===== config.mk =====
export PLATFORM = sky130hd
export DESIGN_NAME = bin_frame_writer
export DESIGN_NICKNAME = d
export VERILOG_FILES = /design/src/rtl/bin_frame_writer.sv
export SDC_FILE = /design/constraint.sdc
export NUM_CORES = 1
export LEC_CHECK = 0
export ABC_AREA = 1
export CAP_MARGIN = 25
export CORE_UTILIZATION = 55
export CTS_BUF_LIST = sky130_fd_sc_hd__clkbuf_2 sky130_fd_sc_hd__clkbuf_4 sky130_fd_sc_hd__clkbuf_8
export DETAILED_ROUTE_END_ITERATION = 12
export PLACE_DENSITY_LB_ADDON = 0.3
export SLEW_MARGIN = 25
export SYNTH_ARGS = -nofsm -noshare
export SYNTH_HDL_FRONTEND = slang
export SYNTH_SLANG_ARGS = --single-unit
export TNS_END_PERCENT = 1

===== constraint.sdc =====
create_clock -name clock -period 5 [get_ports clock]
set_input_delay 0.5 -clock clock [delete_from_list [all_inputs] [get_ports clock]]
set_output_delay 0.5 -clock clock [all_outputs]
set_load 0.05 [all_outputs]

===== src/rtl/bin_frame_writer.sv =====
// bin_frame_writer
//   Producer side of the binary frame buffer. Thresholds a raster-order 8-bit
//   luma stream to 1 bit per pixel and writes it at address row*HSIZE+col.
//   Once the last pixel is stored, the frame is handed to the reader with a
//   frame_available pulse. If the reader is still busy, the handover waits in
//   PENDING until the reader is free.
//
// Ports
//   clock, reset     system clock, synchronous active-high reset
//   frame_start      one-cycle pulse on the first pixel of a frame
//   pixel_valid      pixel_in is valid this cycle
//   pixel_in[7:0]    luma sample
//   threshold[7:0]   binarization threshold, latched at frame_start
//   reader_busy      reader still consuming the previous frame
//   wr_en            frame-buffer write strobe (one cycle after the pixel)
//   wr_addr          frame-buffer write address
//   wr_data          binarized pixel (pixel_in >= latched threshold)
//   frame_available  one-cycle pulse: frame complete and handed over
//   frame_error      one-cycle pulse: frame aborted by an early frame_start
//   frames_dropped   saturating count of frame_starts ignored in PENDING
//   busy             high in WRITE or PENDING
module bin_frame_writer #(
  parameter int HSIZE  = 320,
  parameter int VSIZE  = 240,
  parameter int ADDR_W = 18
) (
  input  logic              clock,
  input  logic              reset,
  input  logic              frame_start,
  input  logic              pixel_valid,
  input  logic [7:0]        pixel_in,
  input  logic [7:0]        threshold,
  input  logic              reader_busy,
  output logic              wr_en,
  output logic [ADDR_W-1:0] wr_addr,
  output logic              wr_data,
  output logic              frame_available,
  output logic              frame_error,
  output logic [7:0]        frames_dropped,
  output logic              busy
);

  localparam int              TOTAL = HSIZE * VSIZE;
  localparam logic [ADDR_W-1:0] LAST = ADDR_W'(TOTAL - 1);

  typedef enum logic [1:0] {
    IDLE    = 2'd0,
    WRITE   = 2'd1,
    PENDING = 2'd2
  } state_t;

  state_t              state, state_next;
  logic [ADDR_W-1:0]   count, count_next;
  logic [7:0]          thr, thr_next;
  logic [ADDR_W-1:0]   addr_eff;
  logic [7:0]          thr_eff;
  logic                accepting;
  logic                wr_en_next, wr_data_next;
  logic [ADDR_W-1:0]   wr_addr_next;
  logic                avail_next, error_next;
  logic [7:0]          dropped_next;

  // Next-state and next-output logic. A frame_start takes effect in the same
  // cycle, so the pixel arriving with it uses address 0 and the new threshold.
  always_comb begin
    state_next   = state;
    count_next   = count;
    thr_next     = thr;
    addr_eff     = count;
    thr_eff      = thr;
    accepting    = 1'b0;
    wr_en_next   = 1'b0;
    wr_addr_next = {ADDR_W{1'b0}};
    wr_data_next = 1'b0;
    avail_next   = 1'b0;
    error_next   = 1'b0;
    dropped_next = frames_dropped;

    case (state)
      IDLE: begin
        if (frame_start) begin
          accepting  = 1'b1;
          addr_eff   = {ADDR_W{1'b0}};
          thr_eff    = threshold;
          thr_next   = threshold;
          count_next = {ADDR_W{1'b0}};
          state_next = WRITE;
        end else begin
          accepting = 1'b0;
        end
      end
      WRITE: begin
        accepting = 1'b1;
        if (frame_start) begin
          // Early restart: abort the current frame.
          error_next = 1'b1;
          addr_eff   = {ADDR_W{1'b0}};
          thr_eff    = threshold;
          thr_next   = threshold;
          count_next = {ADDR_W{1'b0}};
        end else begin
          error_next = 1'b0;
        end
      end
      PENDING: begin
        if (frame_start && (frames_dropped != 8'hFF)) begin
          dropped_next = frames_dropped + 8'd1;
        end else begin
          dropped_next = frames_dropped;
        end
        if (!reader_busy) begin
          avail_next = 1'b1;
          state_next = IDLE;
        end else begin
          state_next = PENDING;
        end
      end
      default: begin
        state_next = IDLE;
      end
    endcase

    if (accepting && pixel_valid) begin
      wr_en_next   = 1'b1;
      wr_addr_next = addr_eff;
      wr_data_next = (pixel_in >= thr_eff);
      if (addr_eff == LAST) begin
        // Last pixel: hand over now if the reader is free, else wait.
        count_next = {ADDR_W{1'b0}};
        if (reader_busy) begin
          state_next = PENDING;
        end else begin
          avail_next = 1'b1;
          state_next = IDLE;
        end
      end else begin
        count_next = addr_eff + ADDR_W'(1);
      end
    end else begin
      wr_en_next = 1'b0;
    end
  end

  // State, counter, latched threshold and registered outputs.
  always_ff @(posedge clock) begin
    if (reset) begin
      state           <= IDLE;
      count           <= {ADDR_W{1'b0}};
      thr             <= 8'd0;
      wr_en           <= 1'b0;
      wr_addr         <= {ADDR_W{1'b0}};
      wr_data         <= 1'b0;
      frame_available <= 1'b0;
      frame_error     <= 1'b0;
      frames_dropped  <= 8'd0;
    end else begin
      state           <= state_next;
      count           <= count_next;
      thr             <= thr_next;
      wr_en           <= wr_en_next;
      wr_addr         <= wr_addr_next;
      wr_data         <= wr_data_next;
      frame_available <= avail_next;
      frame_error     <= error_next;
      frames_dropped  <= dropped_next;
    end
  end

  assign busy = (state != IDLE);

endmodule


== After elaboration in Yosys (flattened, before gate mapping) ==
Index checks and enable logic that the tools add are counted.
Operators by class
  reduce and logical (&&, ||, !) cells: 8
  bitwise operators: 2
  add/sub/neg operators: 2
  equality and inequality tests: 4
  order comparisons: 1
  muxes and demuxes: 19
Operators with widths (count)
  two-way mux 18 bit: 4
  adder 18 x 1 -> 18 bit (second input constant): 1
  == test 18 x 17 -> 1 bit (second input constant): 1
  two-way mux 8 bit: 2
  adder 8 x 1 -> 8 bit (second input constant): 1
  >= comparator 8 bit: 1
  two-way mux 2 bit: 4
  != test 8 bit (second input constant): 1
  two-way mux 1 bit: 7
  one-hot mux 2 bit (3 select lines): 1
  OR reduction 2 bit: 3
  == test 2 x 1 -> 1 bit (second input constant): 1
  == test 2 bit (second input constant): 1
  logical AND 1 bit: 2
  logical NOT 2 bit: 1
  inverter 1 bit: 2
  one-hot mux 1 bit (2 select lines): 1
  AND reduction 2 bit: 1
  nonzero test 2 bit: 1
Storage, ports and cells
  output and inout port bits: 31
  bits of input ports: 21
  logic and storage cells: 45
  bits in registers: 58

== Logic depth before layout (Yosys ltp) ==
  word-level depth: 6
  depth in mapped cells: 15
  gate-level depth less buffers: 13

== Worst setup path after synthesis ==
Ideal clock, no wire load.
  path type: input-to-reg
  start: input frame_start
  end: register wr_data
  arrival time: 1.920 ns
  data required time: 4.891 ns
  library setup time: 0.109 ns
  setup slack: 2.971 ns
  path buffers: 3
  stages: 12
  cell sequence: nand2_4 buf_8 buf_6 buf_4 mux2i_1 ha_1 a21oi_1 o21ai_0 nand2_1 o2111ai_1 nand2_1 inv_1
On the way
  word-level cells in the longest chain between the ends: 5
  elaborated cells on any way between the ends: 8
  classes of those cells: order compare (1); mux (4); bitwise (1); reduce/logical (2)
RTL lines
  start: declaration: RTL line 29  | input logic frame_start,
  branches (longest 5 deep; another with >= comparator 8 bit)
  end signal: assignment: RTL line 162  | wr_data <= wr_data_next;
  end: declaration: RTL line 36  | output logic wr_data,
Several ways; the timed one is not identified.
A chain may end at the register's enable or synchronous reset.

== Final worst setup path ==
  start: input frame_start
  end: register count[9]
On the way
  word-level cells in the longest chain between the ends: 5
  elaborated cells on any way between the ends: 9
  classes of those cells: add/sub (1); eq/ne (1); mux (6); reduce/logical (1)
RTL lines
  two-way mux 18 bit (*): RTL line 81, 94
  two-way mux 18 bit (*)
  named net addr_eff[0]: RTL line 55  | logic [ADDR_W-1:0] addr_eff;
  adder 18 x 1 -> 18 bit / == test 18 x 17 -> 1 bit (equally long branches): RTL line 137, 127
  two-way mux 18 bit (*): RTL line 127  | if (addr_eff == LAST) begin
  two-way mux 18 bit (*): RTL line 123  | if (accepting && pixel_valid) begin
  end signal: assignment: RTL line 148  | count <= {ADDR_W{1'b0}};
  end signal: assignment: RTL line 158  | count <= count_next;
  end: declaration: RTL line 53  | logic [ADDR_W-1:0] count, count_next;
Mark *: on every way through the listed nets, which the timed path passes. The rest lies on a longest branch.

==> results.json <==
{
  "synth.top_cell.area_share_pct": 44.0,
  "gp_routability_congestion": 0.891,
  "synth_most_common_cell": "nor2_1",
  "slew_viol_final": 0,
  "grt_util_all_layers_pct": 26.3,
  "cap_violations": 0,
  "worst-path-max-fanout": 31,
  "tns_ns": 0,
  "maxSlewHeadroom_pct": 65.1,
  "crit_path_start_kind": "input port",
  "criticalPathCategory": "input port to register",
  "boundaryPins": 52,
  "detail_route.wl_per_cell_um": 12.9,
  "fin_crit_sh_pct": 49.2,
  "finalHoldViolCount": 0,
  "fin_skew_ns": 0.0112,
  "p_per_area_nw_per_um2": 293,
  "hp-class": "register to register",
  "synth_top_family_by_area": "simple AND/OR/NAND/NOR gates",
  "required_ns": 5.22,
  "antenna_found_initial": 0,
  "synthSimpleGateAreaFrac_pct": 32.1,
  "die-area_um2": 5080,
  "stdcell_count": 452,
  "synth_fa_ha_area_share_pct": 4.74,
  "avgSynthCellArea_um2": 7.81,
  "wirelength_um": 5820,
  "async_reset_ff_share_pct": 0,
  "ant_nets": 0,
  "die_w_um": 71.3,
  "clockRootBuffer": "clkbuf_8",
  "cts_hold_buf": 0,
  "port_buffers": 51,
  "nNetsFinal": 426,
  "ys_ff_latch": 58,
  "tightest_slew_ns": 0.522,
  "post-route-drc-count": 2,
  "drt_first_pass_iters": 9,
  "grt-ovfl-total": 0,
  "ys_top_cells_by_area": "dfxtp_1 (44%), nor2_1 (10%), nand2_1 (8.0%)",
  "synthFlopType": "dfxtp_1",
  "peakVddDrop_mv": 0.243,
  "cts_buffer_depth": 2,
  "yosys.cell_types.count": 34,
  "fmax_mhz": 407,
  "synth_cells": 338,
  "design_area_um2": 3380,
  "grt_setup_unrepaired": "no",
  "grt_pass1_vias": 2331,
  "arrival_ns": 2.68,
  "ys_warn_count": 0,
  "routed_via_density": 5.22,
  "finalCriticalPeriod_ns": 2.46,
  "violations": "DRC",
  "h-tree-depth": 3,
  "setup_viol": 0,
  "synth.net_count": 369,
  "path_clk_slew_ns": 0.06,
  "fp.dieH_um": 71.3,
  "fill_cells": 342,
  "start_util_pct": 59.0,
  "synth_xor_area_share_pct": 2.98,
  "dp_cells": 436,
  "drive_gt1_share_pct": 11.3,
  "cts.sinks": 58,
  "p_leak_uw": 0.00141,
  "ctsResizeCount": 0,
  "grt_max_degree": 32,
  "num_antenna_cells": 0,
  "num_vias": 2360,
  "ys_seq_area_share_pct": 44.0,
  "synth-compound-area-share_pct": 5.68,
  "status": "finished with violations",
  "worstSkewPairLatency_ns": 0.35,
  "drtIter0Drc": 132,
  "syn_area_um2": 2640,
  "grt_pass1_wl_um": 10300,
  "cp-end-kind": "register",
  "dp_hpwl_um": 4130,
  "synth_edf_count": 0,
  "synth_common_cells": "nor2_1 (73), dfxtp_1 (58), nand2_1 (56), inv_1 (40), nand3_1 (14)",
  "post-route-util_pct": 75.6,
  "core_region_area_um2": 4470,
  "tritoncts": "done",
  "area_growth_pct": 28.0,
  "row_count": 24,
  "yosysTopAreaCell": "dfxtp_1",
  "synthMuxAreaShare_pct": 2.65,
  "cts_made_buffers": 9,
  "dpl-instance-area_um2": 3180,
  "cts_setup_buffers": 0
}
==> power breakdown <==
group | internal [uW] | leakage, uW | switching, uW
Combinational | 33.6 | 0.000835 | 44.7
Sequential | 468 | 0.000470 | 1.89
Clock | 254 | 0.000105 | 187
Total | 756 | 0.00141 | 234
==> routing by layer <==
metal	global-route usage, %	wire (um)
met3	8.86	339
met1	29.6	2480
met4	10.7	91
met5	0	0
met2	45.6	2910
==> flip-flops by register name (all words and copies together) (netlist names) <==
signal,cells
wr_data,1
count,18
frames_dropped,8
wr_addr,18
state,2
wr_en,1
frame_error,1
thr,8
frame_available,1
==> final timing paths <==
check | start | depth (start not counted) | endpoint | slack, ns
setup reg to reg | state[1] | 10 | count[9] | 2.75
setup / recovery | frame_start | 10 | count[9] | 2.54
hold reg to reg | count[1] | 2 | wr_addr[1] | 0.49
hold / removal | count[1] | 2 | wr_addr[1] | 0.49
==> cells in the final DEF, fill, tap and decap left out, types with 3 or more instances in the layout <==
cell,netlist,layout
a21oi_1,13,13
clkbuf_8,0,11
clkdlybuf4s50_1,0,51
clkinv_2,0,3
dfxtp_1,58,58
ha_1,10,10
inv_1,40,40
inv_2,3,3
mux2i_1,7,7
nand2_1,56,56
nand2_4,3,3
nand3_1,14,14
nand3_2,5,5
nand4_1,6,6
nor2_1,73,73
nor2_2,5,5
nor2_4,5,5
nor3_1,5,5
o21ai_0,7,7
o21ai_1,3,3
xnor2_1,4,4
xor2_1,5,5
==> layout make-up <==
cell class                      instances  area (um2)  share of cell area [%]
Multi-Input combinational cell        231        1270                    37.6
Tap cell                               52        65.1                    1.92
Clock buffer                           11         151                    4.48
Clock inverter                          5        52.6                    1.55
Sequential cell                        58        1160                    34.3
Inverter                               43         161                    4.77
Timing Repair Buffer                   52         518                    15.3
==> cell families after synthesis <==
group / Yosys count
xor gates and xnor gates: 9
muxes: 7
and+or+nand+nor: 178
AOI/OAI and AO/OA: 27
buffers and inverters: 49
adders and majority gates: 10
DFF: 58
==> stage by stage <==
stage	worst slack [ns]	hold WS (ns)	power, uW
floorplan	2.97	0.458	529
global placement	2.31	0.475	555
detailed placement	2.19	0.476	558
CTS	2.57	0.486	998
global route	2.38	0.531	1020
finish	2.54	0.486	990
==> critical path: stages <==
cell	delay (ns)
clkdlybuf4s50_1	0.48
nand2_4	0.36
nand2_1	0.15
inv_1	0.11
ha_1	0.19
nand4_1	0.15
nor2_4	0.19
nand3_2	0.14
o21ai_2	0.32
nor3_1	0.07
No activity file was read; power rests on OpenSTA's default activity.
